[config.mk]
export PLATFORM = sky130hd
export DESIGN_NAME = mem_stage_flat
export DESIGN_NICKNAME = d
export VERILOG_FILES = /design/src/rtl/mem_stage_if.sv /design/src/rtl/mem_stage.sv /design/src/flat_wrapper.sv
export SDC_FILE = /design/constraint.sdc
export NUM_CORES = 1
export LEC_CHECK = 0
export BUFFER_PORTS_ARGS = -buffer_cell sky130_fd_sc_hd__buf_2
export CORE_MARGIN = 2
export CORE_UTILIZATION = 43
export DETAILED_ROUTE_END_ITERATION = 8
export PLACE_DENSITY = 0.77
export SLEW_MARGIN = 10
export SYNTH_ARGS = -nofsm -noshare
export SYNTH_HDL_FRONTEND = slang
export SYNTH_SLANG_ARGS = --single-unit
[constraint.sdc]
create_clock -name clk -period 2.15 [get_ports clk]
set_clock_uncertainty 0.05 [all_clocks]
set_input_delay 0 -clock clk [delete_from_list [all_inputs] [get_ports clk]]
set_output_delay 0 -clock clk [all_outputs]
set_load 0.01 [all_outputs]
[src/rtl/mem_stage_if.sv]
// Bus bundle for mem_stage: ALU-stage input, data-memory port and writeback output.
interface mem_stage_if;
    logic        in_valid_i;
    logic        in_ready_o;
    logic [1:0]  mem_op_i;
    logic [31:0] alu_res_i;
    logic [31:0] st_data_i;
    logic        wb_wr_i;
    logic [4:0]  reg_dst_i;

    logic        dmem_req_o;
    logic        dmem_we_o;
    logic [31:0] dmem_addr_o;
    logic [31:0] dmem_wdata_o;
    logic        dmem_gnt_i;
    logic        dmem_rvalid_i;
    logic [31:0] dmem_rdata_i;

    logic        wb_valid_o;
    logic        wb_wr_o;
    logic [4:0]  wb_reg_dst_o;
    logic [31:0] wb_data_o;
    logic        mem_busy_o;
    logic        mem_err_o;

    modport slave (
        input  in_valid_i, mem_op_i, alu_res_i, st_data_i, wb_wr_i, reg_dst_i,
        input  dmem_gnt_i, dmem_rvalid_i, dmem_rdata_i,
        output in_ready_o, dmem_req_o, dmem_we_o, dmem_addr_o, dmem_wdata_o,
        output wb_valid_o, wb_wr_o, wb_reg_dst_o, wb_data_o, mem_busy_o, mem_err_o
    );

    modport master (
        output in_valid_i, mem_op_i, alu_res_i, st_data_i, wb_wr_i, reg_dst_i,
        output dmem_gnt_i, dmem_rvalid_i, dmem_rdata_i,
        input  in_ready_o, dmem_req_o, dmem_we_o, dmem_addr_o, dmem_wdata_o,
        input  wb_valid_o, wb_wr_o, wb_reg_dst_o, wb_data_o, mem_busy_o, mem_err_o
    );
endinterface

[src/rtl/mem_stage.sv]
// Pipeline memory stage: passes ALU results through or runs one load/store on the data port.
// Optional macro MEM_MISALIGN_CHECK_EN rejects load/store addresses with bits [1:0] != 0.
module mem_stage #(
    parameter int unsigned TIMEOUT = 15
) (
    input  logic       clk,
    input  logic       arstn,
    mem_stage_if.slave bus
);
    localparam int unsigned CW = (TIMEOUT < 2) ? 1 : $clog2(TIMEOUT + 1);
    localparam logic [CW-1:0] TO_LIM = CW'(TIMEOUT);

    localparam logic [1:0] S_IDLE = 2'd0;
    localparam logic [1:0] S_REQ  = 2'd1;
    localparam logic [1:0] S_WAIT = 2'd2;

    logic [1:0]    state;
    logic          lat_we;
    logic          lat_wr;
    logic [31:0]   lat_addr;
    logic [31:0]   lat_wdata;
    logic [4:0]    lat_dst;
    logic [CW-1:0] cnt;
    logic [CW-1:0] cnt_nxt;

    logic          wb_valid;
    logic          wb_wr;
    logic [4:0]    wb_dst;
    logic [31:0]   wb_data;
    logic          mem_err;

    logic          is_mem;
    logic          misalign;

    assign is_mem  = (bus.mem_op_i == 2'd1) || (bus.mem_op_i == 2'd2);
    assign cnt_nxt = cnt + 1'b1;

`ifdef MEM_MISALIGN_CHECK_EN
    assign misalign = (bus.alu_res_i[1:0] != 2'b00);
`else
    assign misalign = 1'b0;
`endif

    // wb_data only changes for pass-through and load data; store/abort/error pulses keep it.
    always_ff @(posedge clk or negedge arstn) begin
        if (!arstn) begin
            state     <= S_IDLE;
            lat_we    <= 1'b0;
            lat_wr    <= 1'b0;
            lat_addr  <= '0;
            lat_wdata <= '0;
            lat_dst   <= '0;
            cnt       <= '0;
            wb_valid  <= 1'b0;
            wb_wr     <= 1'b0;
            wb_dst    <= '0;
            wb_data   <= '0;
            mem_err   <= 1'b0;
        end else begin
            wb_valid <= 1'b0;
            mem_err  <= 1'b0;
            case (state)
                S_IDLE: begin
                    if (bus.in_valid_i) begin
                        if (!is_mem) begin
                            wb_valid <= 1'b1;
                            wb_wr    <= bus.wb_wr_i;
                            wb_dst   <= bus.reg_dst_i;
                            wb_data  <= bus.alu_res_i;
                        end else if (misalign) begin
                            wb_valid <= 1'b1;
                            wb_wr    <= 1'b0;
                            wb_dst   <= bus.reg_dst_i;
                            mem_err  <= 1'b1;
                        end else begin
                            lat_we    <= (bus.mem_op_i == 2'd2);
                            lat_addr  <= bus.alu_res_i;
                            lat_wdata <= bus.st_data_i;
                            lat_wr    <= bus.wb_wr_i;
                            lat_dst   <= bus.reg_dst_i;
                            state     <= S_REQ;
                        end
                    end
                end
                S_REQ: begin
                    if (bus.dmem_gnt_i) begin
                        if (lat_we) begin
                            state    <= S_IDLE;
                            wb_valid <= 1'b1;
                            wb_wr    <= 1'b0;
                            wb_dst   <= lat_dst;
                        end else begin
                            state <= S_WAIT;
                            cnt   <= '0;
                        end
                    end
                end
                S_WAIT: begin
                    if (bus.dmem_rvalid_i) begin
                        state    <= S_IDLE;
                        wb_valid <= 1'b1;
                        wb_wr    <= lat_wr;
                        wb_dst   <= lat_dst;
                        wb_data  <= bus.dmem_rdata_i;
                    end else if (cnt_nxt == TO_LIM) begin
                        state    <= S_IDLE;
                        wb_valid <= 1'b1;
                        wb_wr    <= 1'b0;
                        wb_dst   <= lat_dst;
                        mem_err  <= 1'b1;
                        cnt      <= '0;
                    end else begin
                        cnt <= cnt_nxt;
                    end
                end
                default: state <= S_IDLE;
            endcase
        end
    end

    assign bus.in_ready_o   = (state == S_IDLE);
    assign bus.mem_busy_o   = (state != S_IDLE);
    assign bus.dmem_req_o   = (state == S_REQ);
    assign bus.dmem_we_o    = lat_we;
    assign bus.dmem_addr_o  = lat_addr;
    assign bus.dmem_wdata_o = lat_wdata;
    assign bus.wb_valid_o   = wb_valid;
    assign bus.wb_wr_o      = wb_wr;
    assign bus.wb_reg_dst_o = wb_dst;
    assign bus.wb_data_o    = wb_data;
    assign bus.mem_err_o    = mem_err;
endmodule

[src/flat_wrapper.sv]
// flat-port wrapper written by rule: the top's interface ports become plain ports
module mem_stage_flat 
#(
    parameter int unsigned TIMEOUT = 15
)
  (clk, arstn, bus_in_valid_i, bus_mem_op_i, bus_alu_res_i, bus_st_data_i, bus_wb_wr_i, bus_reg_dst_i, bus_dmem_gnt_i, bus_dmem_rvalid_i, bus_dmem_rdata_i, bus_in_ready_o, bus_dmem_req_o, bus_dmem_we_o, bus_dmem_addr_o, bus_dmem_wdata_o, bus_wb_valid_o, bus_wb_wr_o, bus_wb_reg_dst_o, bus_wb_data_o, bus_mem_busy_o, bus_mem_err_o);
  mem_stage_if bus_i ();
  input  logic clk;
  input  logic arstn;
  input wire logic [$bits(bus_i.in_valid_i)-1:0] bus_in_valid_i;
  input wire logic [$bits(bus_i.mem_op_i)-1:0] bus_mem_op_i;
  input wire logic [$bits(bus_i.alu_res_i)-1:0] bus_alu_res_i;
  input wire logic [$bits(bus_i.st_data_i)-1:0] bus_st_data_i;
  input wire logic [$bits(bus_i.wb_wr_i)-1:0] bus_wb_wr_i;
  input wire logic [$bits(bus_i.reg_dst_i)-1:0] bus_reg_dst_i;
  input wire logic [$bits(bus_i.dmem_gnt_i)-1:0] bus_dmem_gnt_i;
  input wire logic [$bits(bus_i.dmem_rvalid_i)-1:0] bus_dmem_rvalid_i;
  input wire logic [$bits(bus_i.dmem_rdata_i)-1:0] bus_dmem_rdata_i;
  output wire logic [$bits(bus_i.in_ready_o)-1:0] bus_in_ready_o;
  output wire logic [$bits(bus_i.dmem_req_o)-1:0] bus_dmem_req_o;
  output wire logic [$bits(bus_i.dmem_we_o)-1:0] bus_dmem_we_o;
  output wire logic [$bits(bus_i.dmem_addr_o)-1:0] bus_dmem_addr_o;
  output wire logic [$bits(bus_i.dmem_wdata_o)-1:0] bus_dmem_wdata_o;
  output wire logic [$bits(bus_i.wb_valid_o)-1:0] bus_wb_valid_o;
  output wire logic [$bits(bus_i.wb_wr_o)-1:0] bus_wb_wr_o;
  output wire logic [$bits(bus_i.wb_reg_dst_o)-1:0] bus_wb_reg_dst_o;
  output wire logic [$bits(bus_i.wb_data_o)-1:0] bus_wb_data_o;
  output wire logic [$bits(bus_i.mem_busy_o)-1:0] bus_mem_busy_o;
  output wire logic [$bits(bus_i.mem_err_o)-1:0] bus_mem_err_o;
  assign bus_i.in_valid_i = bus_in_valid_i;
  assign bus_i.mem_op_i = bus_mem_op_i;
  assign bus_i.alu_res_i = bus_alu_res_i;
  assign bus_i.st_data_i = bus_st_data_i;
  assign bus_i.wb_wr_i = bus_wb_wr_i;
  assign bus_i.reg_dst_i = bus_reg_dst_i;
  assign bus_i.dmem_gnt_i = bus_dmem_gnt_i;
  assign bus_i.dmem_rvalid_i = bus_dmem_rvalid_i;
  assign bus_i.dmem_rdata_i = bus_dmem_rdata_i;
  assign bus_in_ready_o = bus_i.in_ready_o;
  assign bus_dmem_req_o = bus_i.dmem_req_o;
  assign bus_dmem_we_o = bus_i.dmem_we_o;
  assign bus_dmem_addr_o = bus_i.dmem_addr_o;
  assign bus_dmem_wdata_o = bus_i.dmem_wdata_o;
  assign bus_wb_valid_o = bus_i.wb_valid_o;
  assign bus_wb_wr_o = bus_i.wb_wr_o;
  assign bus_wb_reg_dst_o = bus_i.wb_reg_dst_o;
  assign bus_wb_data_o = bus_i.wb_data_o;
  assign bus_mem_busy_o = bus_i.mem_busy_o;
  assign bus_mem_err_o = bus_i.mem_err_o;
  mem_stage #(.TIMEOUT(TIMEOUT)) u_core (.clk(clk), .arstn(arstn), .bus(bus_i));
endmodule
==> results.json <==
{
  "drt_first_pass_iters": 4,
  "grt_max_degree": 67,
  "grt_pass1_vias": 4946,
  "synth_top_area_share_pct": 58.5,
  "drcViolationCount": 0,
  "ant_nets": 0,
  "path_max_fanout": 6,
  "mostFrequentLayoutCell": "buf_2",
  "num_antenna_cells": 0,
  "status": "finished, violations left",
  "yosys.area.top_type": "dfrtp_1",
  "io_buffers": 216,
  "drv_slew": 0,
  "die_x_um": 112,
  "io_pins": 217,
  "cp_data_arrival_time_ps": 2420,
  "slew_headroom_pct": 69.1,
  "path_cells": "ha_4 > and2b_1 > nor4b_2 > a21oi_2 > or4_4 > mux2_4",
  "die_h_um": 112,
  "grt_pass1_wl_um": 24600,
  "ir_worst_vdd_mv": 0.869,
  "route.vias.total": 4407,
  "worstSetupEndpointType": "flip-flop",
  "fin_crit_sh_pct": 101,
  "initial_core_util_pct": 44.1,
  "clk_latency_ps": 410,
  "path_class": "flip-flop to flip-flop",
  "ys_top_cells_by_area": "dfrtp_1 58%, mux2_2 17%, mux2i_1 6.4%, a21oi_1 3.7%, nor2_1 2.8%",
  "rr_startpoint": "u_core.state[0]",
  "cellPowerDensity_mw_per_mm2": 1430,
  "rows": 39,
  "hold_violations": 0,
  "drt-total-wl_um": 15700,
  "worstMarginPinSlew_ps": 460,
  "max_freq_mhz": 460,
  "clk_pin_slew_ps": 60,
  "violations": "setup timing",
  "leakage_uw": 0.00385,
  "dpl_cell_area_mm2": 0.00638,
  "cp_slowest_cell": "or4_4",
  "yosys_warnings": 0,
  "post_synth.cell_area_avg_um2": 12.9,
  "grt_use_total_pct": 25.5,
  "start_kind": "flip-flop",
  "drive_above_1_share_pct": 49.5,
  "reg2reg_slack_ps": -20,
  "coreArea_mm2": 0.0114,
  "synth_cell_types": 35,
  "hold_path.class": "primary input to asynchronous set/reset pin",
  "clock-root-buffer": "clkbuf_16",
  "period_minus_slack_ps": 2170,
  "drt_iter0_markers": 245,
  "synth_area_mm2": 0.00501,
  "post-dp-hpwl_um": 9080,
  "rsz0062_at_grt": "yes",
  "via_per_inst": 4.99,
  "final_cell_mix": "215 x buf_2, 115 x dfrtp_1, 107 x dlygate4sd3_1, 76 x mux2_2, 37 x nor2_1",
  "clock_path_buffers": 2,
  "fin_nets": 844,
  "cts_sinks": 117,
  "critPathTopFamily": "simple AND/OR/NAND/NOR gates",
  "total_power_uw": 11700,
  "dieArea_mm2": 0.0125,
  "fin_area_mm2": 0.00817,
  "overflow": 0,
  "gp_congestion": 0.841,
  "tritoncts": "done",
  "cp_num_buf_inv": 0,
  "critPathMaxStageDelay_ps": 510,
  "synthToLayoutAreaGrowth_pct": 63.1,
  "cp.required_ps": 2390,
  "grt_antenna_before_repair": 0,
  "h-tree-depth": 4,
  "syn_nets": 503,
  "rr_worst_depth": 6,
  "cts_made_buffers": 17,
  "r2r-end": "u_core.bus.wb_reg_dst_o[1]",
  "drv_cap": 0,
  "wire_per_inst_um": 17.7,
  "synth-seq-area-share_pct": 58.5,
  "setup_viol": 6,
  "ys_seq_elements": 117,
  "layout_setup_ws_ps": -22.5,
  "synth_cells": 387
}
worst max-delay path by stage:
stage                          startpoint                         end  slack [ps]  cells past startpoint
after floorplan           u_core.state[1]  u_core.bus.wb_reg_dst_o[0]         -40                      8
after global placement    u_core.state[0]          u_core.bus.wb_wr_o         -20                      7
after detailed placement    u_core.cnt[0]  u_core.bus.wb_reg_dst_o[0]        -130                      7
after CTS                 u_core.state[0]  u_core.bus.wb_reg_dst_o[1]         -50                      7
after global routing        u_core.cnt[1]  u_core.bus.wb_reg_dst_o[2]         -90                      6
final                     u_core.state[0]  u_core.bus.wb_reg_dst_o[1]         -20                      6
repair_timing:
| action | 4_1_cts | 5_1_grt |
|---|---|---|
| hold endpoints to repair | 228 | 0 |
| buffers inserted | 1 | 4 |
| resized for setup | 6 | 8 |
| setup endpoints to repair | 7 | 23 |
| gates cloned | 0 | 0 |
| hold buffers | 107 | 0 |
| pin swaps | 1 | 1 |
layer usage:
layer  vias to the layer above  GRT usage, %  wire [µm]
li1                       2036             -          -
met1                      2149          26.3       5570
met2                       172          47.0       8680
met3                        50          6.53        779
met4                         0          14.1        621
met5                         -             0          0
final cells by class:
| type | count | area [µm²] |
|---|---|---|
| Timing Repair Buffer | 342 | 2350 |
| Sequential cell | 117 | 2930 |
| Multi-Input combinational cell | 242 | 2050 |
| Inverter | 8 | 30.0 |
| Clock inverter | 13 | 180 |
| Clock buffer | 19 | 453 |
| Fill cell | 740 | 3200 |
| Tap cell | 143 | 179 |
Yosys cell counts (all sizes together):
cell type	n
dfrtp	117
mux2	82
a21oi	37
nor2	37
mux2i	32
clkbuf	16
nand2	11
inv	8
ha	7
o21ai	7
nand3	6
buf	4
nor2b	3
and2	2
nand2b	2
nand3b	2
a211o	1
a211oi	1
a21bo	1
a31oi	1
a41oi	1
and2b	1
nand4b	1
nor4b	1
o21a	1
o21bai	1
o22ai	1
o31ai	1
or2b	1
or4	1
stage by stage:
stage | instances | hold slack, ps | TNS (ps) | utilization, % | worst slack, ps
2_1_floorplan | 387 | -346 | -247 | - | -41.1
3_3_place_gp | 741 | -115 | -143 | 56.2 | -23.9
3_5_place_dp | 741 | -100 | -771 | 56.2 | -135
4_1_cts | 881 | 0.107 | -306 | 71.4 | -54.0
5_1_grt | 884 | 34.2 | -552 | 71.8 | -95.0
6_report | 884 | 14.4 | -115 | 71.8 | -22.5
state kept, by name, summed over array words and instances, names as in the netlist:
signal                   flops
u_core.bus.wb_wr_o           1
u_core.bus.dmem_addr_o      32
u_core.bus.dmem_we_o         1
u_core.bus.wb_data_o        32
u_core.lat_dst               5
u_core.cnt                   4
u_core.bus.dmem_wdata_o     32
u_core.lat_wr                1
u_core.bus.mem_err_o         1
u_core.bus.wb_reg_dst_o      5
u_core.bus.wb_valid_o        1
u_core.state                 2
cell families after synthesis:
logic type | Yosys count | share of synthesized area, %
AO/OA/AOI/OAI | 53 | 5.80
flip-flops | 117 | 58.5
buffers and inverters | 28 | 2.27
adder cells (fa/ha/maj) | 7 | 1.75
AND/OR/NAND/NOR | 68 | 6.44
multiplexers | 114 | 25.3
where the power goes:
group | total (µW) | internal (µW) | switching [µW] | leakage (µW)
Clock | 3020 | 1990 | 1030 | 0.000293
Sequential | 3910 | 3290 | 618 | 0.00137
Combinational | 4720 | 2390 | 2330 | 0.00219
No activity file was read; power rests on OpenSTA's default activity.
